**config.mk**
```make
export PLATFORM = sky130hd
export DESIGN_NAME = mux_cfg_parser
export DESIGN_NICKNAME = d
export VERILOG_FILES = /design/src/rtl/mux_cfg_parser.sv
export SDC_FILE = /design/constraint.sdc
export NUM_CORES = 1
export LEC_CHECK = 0
export BUFFER_PORTS_ARGS = -buffer_cell sky130_fd_sc_hd__buf_2
export CAP_MARGIN = 20
export CORE_MARGIN = 10
export CORE_UTILIZATION = 61
export CTS_CLUSTER_DIAMETER = 80
export DETAILED_ROUTE_END_ITERATION = 7
export GPL_ROUTABILITY_DRIVEN = 0
export PLACE_DENSITY = 0.85
export SLEW_MARGIN = 20
export SYNTH_ARGS = -nofsm -noshare
export SYNTH_HDL_FRONTEND = slang
export SYNTH_SLANG_ARGS = --single-unit
```
**constraint.sdc**
```tcl
create_clock -name clk -period 5.9 [get_ports clk]
set_input_delay 0.885 -clock clk [delete_from_list [all_inputs] [get_ports clk]]
set_output_delay 0.885 -clock clk [all_outputs]
set_load 0.1 [all_outputs]
```
**src/rtl/mux_cfg_parser.sv**
```systemverilog
// mux_cfg_parser: byte-stream command decoder for the GPIO console mux.
// It accepts one- and two-byte commands from the serial receiver, updates the
// selector and enable registers that drive the mux, and returns one response
// byte per completed command.
//
// Handshakes: a byte moves on a rising edge where valid and ready are both high.
// The sender holds data steady while valid is high and ready is low. This holds
// for rx_valid/rx_ready (host to parser) and tx_valid/tx_ready (parser to host).
// tx_data does not change while tx_valid is high.
module mux_cfg_parser #(
   parameter int INPUT_COUNT    = 4,
   parameter int OUTPUT_COUNT   = 4,
   parameter int TIMEOUT_CYCLES = 1000
) (
   input  logic                      clk,
   input  logic                      rst,
   input  logic [7:0]                rx_data,
   input  logic                      rx_valid,
   output logic                      rx_ready,
   output logic [7:0]                tx_data,
   output logic                      tx_valid,
   input  logic                      tx_ready,
   output logic [4*OUTPUT_COUNT-1:0] selectors,
   output logic [OUTPUT_COUNT-1:0]   enabled_out,
   output logic                      cmd_error
);

   localparam int CW = (TIMEOUT_CYCLES > 2) ? $clog2(TIMEOUT_CYCLES) : 1;
   localparam logic [CW-1:0] CNT_LAST = CW'(TIMEOUT_CYCLES - 1);
   localparam logic [4:0]    IN_CNT   = 5'(INPUT_COUNT);
   localparam logic [4:0]    OUT_CNT  = 5'(OUTPUT_COUNT);

   localparam logic [7:0] OP_SET   = 8'h53;
   localparam logic [7:0] OP_EN    = 8'h45;
   localparam logic [7:0] OP_RD    = 8'h52;
   localparam logic [7:0] OP_CLR   = 8'h43;
   localparam logic [7:0] RESP_OK  = 8'h4B;
   localparam logic [7:0] RESP_ERR = 8'h21;

   typedef enum logic [1:0] {
      ST_IDLE = 2'd0,
      ST_ARG  = 2'd1,
      ST_RESP = 2'd2
   } state_t;

   state_t                    state_q, state_d;
   logic [7:0]                op_q, op_d;
   logic [CW-1:0]             cnt_q, cnt_d;
   logic [4*OUTPUT_COUNT-1:0] sel_q, sel_d;
   logic [OUTPUT_COUNT-1:0]   en_q, en_d;
   logic [7:0]                tx_data_q, tx_data_d;
   logic                      tx_valid_q, tx_valid_d;
   logic                      err_q, err_d;

   logic       rx_accept;
   logic [3:0] out_idx;
   logic [3:0] in_idx;
   logic       arg_bad;
   logic [3:0] rb_sel;
   logic       rb_en;

   // Ready is forced low during reset so no byte is taken while state is undefined.
   assign rx_ready  = ~rst & (state_q != ST_RESP);
   assign rx_accept = rx_valid & rx_ready;
   assign out_idx   = rx_data[7:4];
   assign in_idx    = rx_data[3:0];

   assign selectors   = sel_q;
   assign enabled_out = en_q;
   assign tx_data     = tx_data_q;
   assign tx_valid    = tx_valid_q;
   assign cmd_error   = err_q;

   // Fetch the addressed output's current selector and enable bit for readback.
   always_comb begin
      rb_sel = 4'd0;
      rb_en  = 1'b0;
      for (int k = 0; k < OUTPUT_COUNT; k++) begin
         if (out_idx == 4'(k)) begin
            rb_sel = sel_q[4*k +: 4];
            rb_en  = en_q[k];
         end
      end
   end

   // Reject arguments that address a missing output, or a missing input for 'S'.
   always_comb begin
      arg_bad = ({1'b0, out_idx} >= OUT_CNT);
      if ((op_q == OP_SET) && ({1'b0, in_idx} >= IN_CNT)) begin
         arg_bad = 1'b1;
      end
   end

   // Next-state logic: command decoding, register writes, response and timeout.
   always_comb begin
      state_d    = state_q;
      op_d       = op_q;
      cnt_d      = cnt_q;
      sel_d      = sel_q;
      en_d       = en_q;
      tx_data_d  = tx_data_q;
      tx_valid_d = tx_valid_q;
      err_d      = 1'b0;

      unique case (state_q)
         ST_IDLE: begin
            if (rx_accept) begin
               if ((rx_data == OP_SET) || (rx_data == OP_EN) || (rx_data == OP_RD)) begin
                  op_d    = rx_data;
                  cnt_d   = '0;
                  state_d = ST_ARG;
               end else if (rx_data == OP_CLR) begin
                  sel_d      = '0;
                  en_d       = '0;
                  tx_data_d  = RESP_OK;
                  tx_valid_d = 1'b1;
                  state_d    = ST_RESP;
               end else begin
                  tx_data_d  = RESP_ERR;
                  tx_valid_d = 1'b1;
                  err_d      = 1'b1;
                  state_d    = ST_RESP;
               end
            end
         end

         ST_ARG: begin
            // An argument arriving on the expiry cycle still wins over the abort.
            if (rx_accept) begin
               tx_valid_d = 1'b1;
               state_d    = ST_RESP;
               if (arg_bad) begin
                  tx_data_d = RESP_ERR;
                  err_d     = 1'b1;
               end else if (op_q == OP_RD) begin
                  tx_data_d = {rb_en, 3'b000, rb_sel};
               end else begin
                  tx_data_d = RESP_OK;
                  for (int k = 0; k < OUTPUT_COUNT; k++) begin
                     if (out_idx == 4'(k)) begin
                        if (op_q == OP_SET) begin
                           sel_d[4*k +: 4] = in_idx;
                        end else begin
                           en_d[k] = rx_data[0];
                        end
                     end
                  end
               end
            end else if (cnt_q == CNT_LAST) begin
               err_d   = 1'b1;
               state_d = ST_IDLE;
            end else begin
               cnt_d = cnt_q + CW'(1);
            end
         end

         ST_RESP: begin
            if (tx_ready) begin
               tx_valid_d = 1'b0;
               state_d    = ST_IDLE;
            end
         end

         default: begin
            state_d = ST_IDLE;
         end
      endcase
   end

   // State and output registers; reset discards any in-flight command.
   always_ff @(posedge clk or posedge rst) begin
      if (rst) begin
         state_q    <= ST_IDLE;
         op_q       <= 8'd0;
         cnt_q      <= '0;
         sel_q      <= '0;
         en_q       <= '0;
         tx_data_q  <= 8'd0;
         tx_valid_q <= 1'b0;
         err_q      <= 1'b0;
      end else begin
         state_q    <= state_d;
         op_q       <= op_d;
         cnt_q      <= cnt_d;
         sel_q      <= sel_d;
         en_q       <= en_d;
         tx_data_q  <= tx_data_d;
         tx_valid_q <= tx_valid_d;
         err_q      <= err_d;
      end
   end

endmodule

```
==> Word level (Yosys, flattened, before mapping) <==
Cells that the tools add are included.
{ "totals": {"reg_bits": 50, "latch_bits": 0, "ram_bits": 0, "rom_bits": 0, "output_inout_bits": 31, "wordCells": 133, "memories": 0} }
{ "op_classes": {"add_sub_neg": 1, "multipliers": 0, "div_mod_pow": 0, "n_lt_le_gt_ge": 2, "n_eq_ne": 30, "n_shift": 0, "mux": 63, "bitwise_logic": 3, "reduce_logical": 20} }
{ "ops": {"columns": ["operator", "n"], "rows": [
  ["16-bit 2-to-1 mux", 6],
  ["9-bit AND reduction", 8],
  ["4-bit 2-to-1 mux", 15],
  ["8-bit by 7-bit == test with 1-bit output, second input constant", 6],
  ["10-bit 2-to-1 mux", 4],
  ["8-bit 2-to-1 mux", 5],
  ["2-bit != test, second input constant", 17],
  ["16-bit case mux with 2 select lines", 1],
  ["1-bit 2-to-1 mux", 20],
  ["10-bit case mux with 2 select lines", 1],
  ["8-bit case mux with 2 select lines", 1],
  ["10-bit by 1-bit adder with 10-bit output, second input constant", 1],
  ["10-bit == test, second input constant", 1],
  ["2-bit 2-to-1 mux", 5],
  ["5-bit AND reduction", 2],
  ["4-bit by 2-bit == test with 1-bit output, second input constant", 2],
  ["4-bit by 3-bit >= comparator with 1-bit output, second input constant", 2],
  ["4-bit case mux with 2 select lines", 1],
  ["7-bit 2-to-1 mux", 1],
  ["2-bit case mux with 3 select lines", 1],
  ["3-bit AND reduction", 2],
  ["4-bit by 1-bit == test with 1-bit output, second input constant", 1],
  ["4-bit logical NOT", 1],
  ["4-bit AND reduction", 1],
  ["12 further kinds", 14]
]} }

==> Logic depth before layout (Yosys ltp) <==
{ "logic_depth": {"depth_word": 9, "mapped_depth": 8, "mapped_depth_nobuf": 6} }

==> Worst setup path before layout <==
OpenSTA, ideal clock, no wires.
{ "synth_path": {"kind": "input -> output", "startpoint": "input rst", "endpoint": "output rx_ready", "t_arrival_ps": 2136, "setup_slack_ps": 2879, "cell_stages": 1, "cell_sequence": "nor2_1"} }
{ "synth_via": {"elab_chain_len": 2} }
{ "synth_lines": {"columns": ["item", "line", "rtl"], "rows": [
  ["start, declared", "16", "input logic rst,"],
  ["1-bit NOT", "63", "assign rx_ready = ~rst & (state_q != ST_RESP);"],
  ["1-bit AND", "63", null],
  ["end, declared", "19", "output logic rx_ready,"]
]} }
No other way between the ends.

==> Worst setup path in the final report <==
{ "layout_path": {"startpoint": "register state_q[1]", "endpoint": "register sel_q[13], in the netlist selectors[13]"} }
{ "layout_via": {"elab_chain_len": 5} }
{ "layout_lines": {"columns": ["item", "line", "rtl"], "rows": [
  ["start, declared", "46", "state_t state_q, state_d;"],
  ["start signal, assigned", "182", "state_q <= state_d;"],
  ["2-bit != test", "63", null],
  ["1-bit AND", "63", null],
  ["1-bit AND", "64", "assign rx_accept = rx_valid & rx_ready;"],
  ["2-bit != test (no line)", null, null],
  ["9-bit AND reduction (no line)", null, null],
  ["end signal, assigned", "185", "sel_q <= sel_d;"],
  ["end, declared", "49", "logic [4*OUTPUT_COUNT-1:0] sel_q, sel_d;"]
]} }
Several ways; a longest one is shown, not always the timed one.
A chain may end at the register's enable or synchronous reset.

==> out/results.ini <==
[status]
status = finished clean

[synthesis]
yosysTopAreaCell = dfrtp_1
syn_area_per_cell_um2 = 10.3
synth_common_cells = 49 x dfrtp_1, 18 x inv_1, 18 x nand2_1
netlist_instances = 261
synth_cell_types = 57
yosysTopAreaCellShare_pct = 45.5
ys_seq_elements = 49
synthFlopType = dfrtp_1
yosysMostFrequentCell = dfrtp_1
synth_nets = 277
syn_area_mm2 = 0.00270
ys_async_sr_fraction_pct = 100
synth_enable_flop_cells = 0
synth_area_leaders = dfrtp_1 45%, mux4_2 4.2%, inv_1 2.5%
ys_seq_area_share_pct = 45.5
ys_warn_count = 0

[power_and_ir_drop]
seq_power_share_pct = 38.9
p_sw_share_pct = 46.8
powerDensity_mw_per_mm2 = 347
power_frac_clock_pct = 18.8
p_int_w = 0.000553
power.switching_w = 0.000487
vdd_ir_drop_max_mv = 0.250
leakage_nw = 1.30
p_comb_share_pct = 42.3
finalPower_w = 0.00104

[clock_tree]
path_clk_slew_ns = 0.09
hold_buffers = 0
clk-insertion-delay-late_ns = 0.31
htreeDepth = 2
root_buffer = clkbuf_8
cts-resized-gates = 0
cts.sinks = 49
cts_tree = yes
cts_inserted_buffers = 5
post_cts_buffers = 0
clockBufferDepth = 2

[sta]
drv_slew = 0
fin_crit_ns = 2.87
worst_slew_margin_rel_pct = 30.1
holdWs_ns = 0.501
clock_skew_ns = 0.00800
finalHoldViolations = 0
fin_setup_tns_ns = 0
setup_viol = 0
rsz0062_at_grt = false
fmax_mhz = 348
layout_setup_ws_ns = 3.03
period_share_pct = 48.7
worstMarginPinSlew_ns = 1.03

[final_layout]
n_fill_cell = 353
area_delta_synth_final_pct = 11.2
antennaDiodeCount = 0
final_net_count = 312
layout-drive-gt1-share_pct = 22.6
multi_input_area_mm2 = 0.00135
final_core_util_pct = 69.3
regArea_mm2 = 0.00123

[detailed_routing]
drtAntennaViolNets = 0
drc_errors = 0
wl_per_cell_um = 18.2
vias_per_cell = 6.44
routed_wl_um = 6340
drt_iter0_drc = 189
drt_first_pass_iters = 5
vias = 2247

[global_routing]
gr-total-overflow = 0
grt_pass1_vias = 2147
antenna_found_initial = 0
grt_pass1_wl_um = 10600
grt_max_degree = 50
grtUsageTotal_pct = 17.4

[placement]
pre_cts_slack_ns = 2.96
hpwl_um = 4680
portBuffers = 41

[setup_path]
r2r.worst_path.cells = 6
critPathArrivalTime_ns = 3.03
cp_max_fo = 25
path_class = reg2reg
reg2reg_from = state_q[1]
reg2reg_to = selectors[13]
required_ns = 6.06
r2r_slack_ns = 3.03
worstSetupEndpointType = flip-flop
crit_path_start_kind = flip-flop

[hold_path]
min_to = op_q[6]
hold_path_class = reg2reg
min_path_cells = 1
hp-start = op_q[6]

[floorplanning]
core-area_mm2 = 0.00432
ioPinCount = 43
die_w_um = 86.5
floorplan.initialDensity_pct = 62.3
fp-row-count = 24
die_h_um = 86.5
die-area_mm2 = 0.00748

[job]
maxCapViolations = 0

cell usage in the layout (no fill, tap or decap), types with 7 or more instances in the layout:
master	Yosys	final
nand4_1	9	9
nand2_1	18	18
buf_2	3	41
dfrtp_1	49	49
nor2_1	8	8
o211ai_1	7	7
o22ai_1	9	9
inv_1	18	17
a21oi_1	10	10
nor2b_1	9	9
nand3_1	8	8
critical path, cell delays in order, from the launching register on:
cell      delay (ns)
dfrtp_1         0.39
inv_1           0.11
ha_1            0.75
nor2b_1         0.37
a31oi_1         0.24
a211oi_1        0.69
o22ai_1         0.17
worst max-delay path by stage:
stage	slack (ns)	depth (start not counted)	startpoint	end
after floorplan	2.88	1	rst	rx_ready
after detailed placement	2.96	5	rx_data[5]	selectors[12]
after global placement	3.03	5	rx_data[5]	selectors[13]
final	3.03	6	state_q[1]	selectors[13]
after global routing	2.84	6	state_q[1]	selectors[13]
after CTS	3.10	6	state_q[1]	selectors[12]
cell type report:
type	instances	area share, %
timing repair buffer	41	6.84
tap	52	2.17
clock inverter	2	0.501
multi-input combinational	181	44.9
inverter	18	2.30
clock buffer	6	2.42
sequential	49	40.9
metrics by stage:
stage | cell area (um2) | instances
floorplan | 2700 | 261
global placement | 2910 | 341
detailed placement | 2910 | 341
CTS | 3000 | 349
global route | 3000 | 349
finish | 3000 | 349
registers in the layout, indices dropped and copies added, names as in the netlist:
| register | cells |
|---|---|
| cnt_q | 10 |
| enabled_out | 4 |
| op_q | 8 |
| tx_data | 7 |
| tx_valid | 1 |
| selectors | 16 |
| state_q | 2 |
| cmd_error | 1 |
routing by layer:
layer  global-route usage [%]  up-vias  part of all wire (%)
met5                        0        -                     0
met2                     27.6       72                    49
met4                     7.22        0                   1.2
met1                     22.2     1105                    43
li1                         -     1064                     -
met3                     3.94        6                   6.1
kinds of logic after synthesis:
kind of cell / after synthesis / share of synthesized area (%)
and+or+nand+nor: 98 / 23.2
AOI/OAI and AO/OA: 60 / 15.6
DFF: 49 / 45.5
buffers and inverters: 31 / 4.60
muxes: 15 / 8.12
adders and majority gates: 4 / 1.86
xor gates and xnor gates: 3 / 0.975
other: 1 / 0.139
power by group through the flow:
stage,Combinational [W],Clock [W],Sequential [W]
final,0.000440,0.000195,0.000404
after global routing,0.000465,0.000218,0.000411
after CTS,0.000442,0.000200,0.000405
after detailed placement,0.000441,0,0.000411
after global placement,0.000436,0,0.000409
after floorplan,0.000145,0,0.000633
Note: power is estimated with default switching activity, not from simulation.
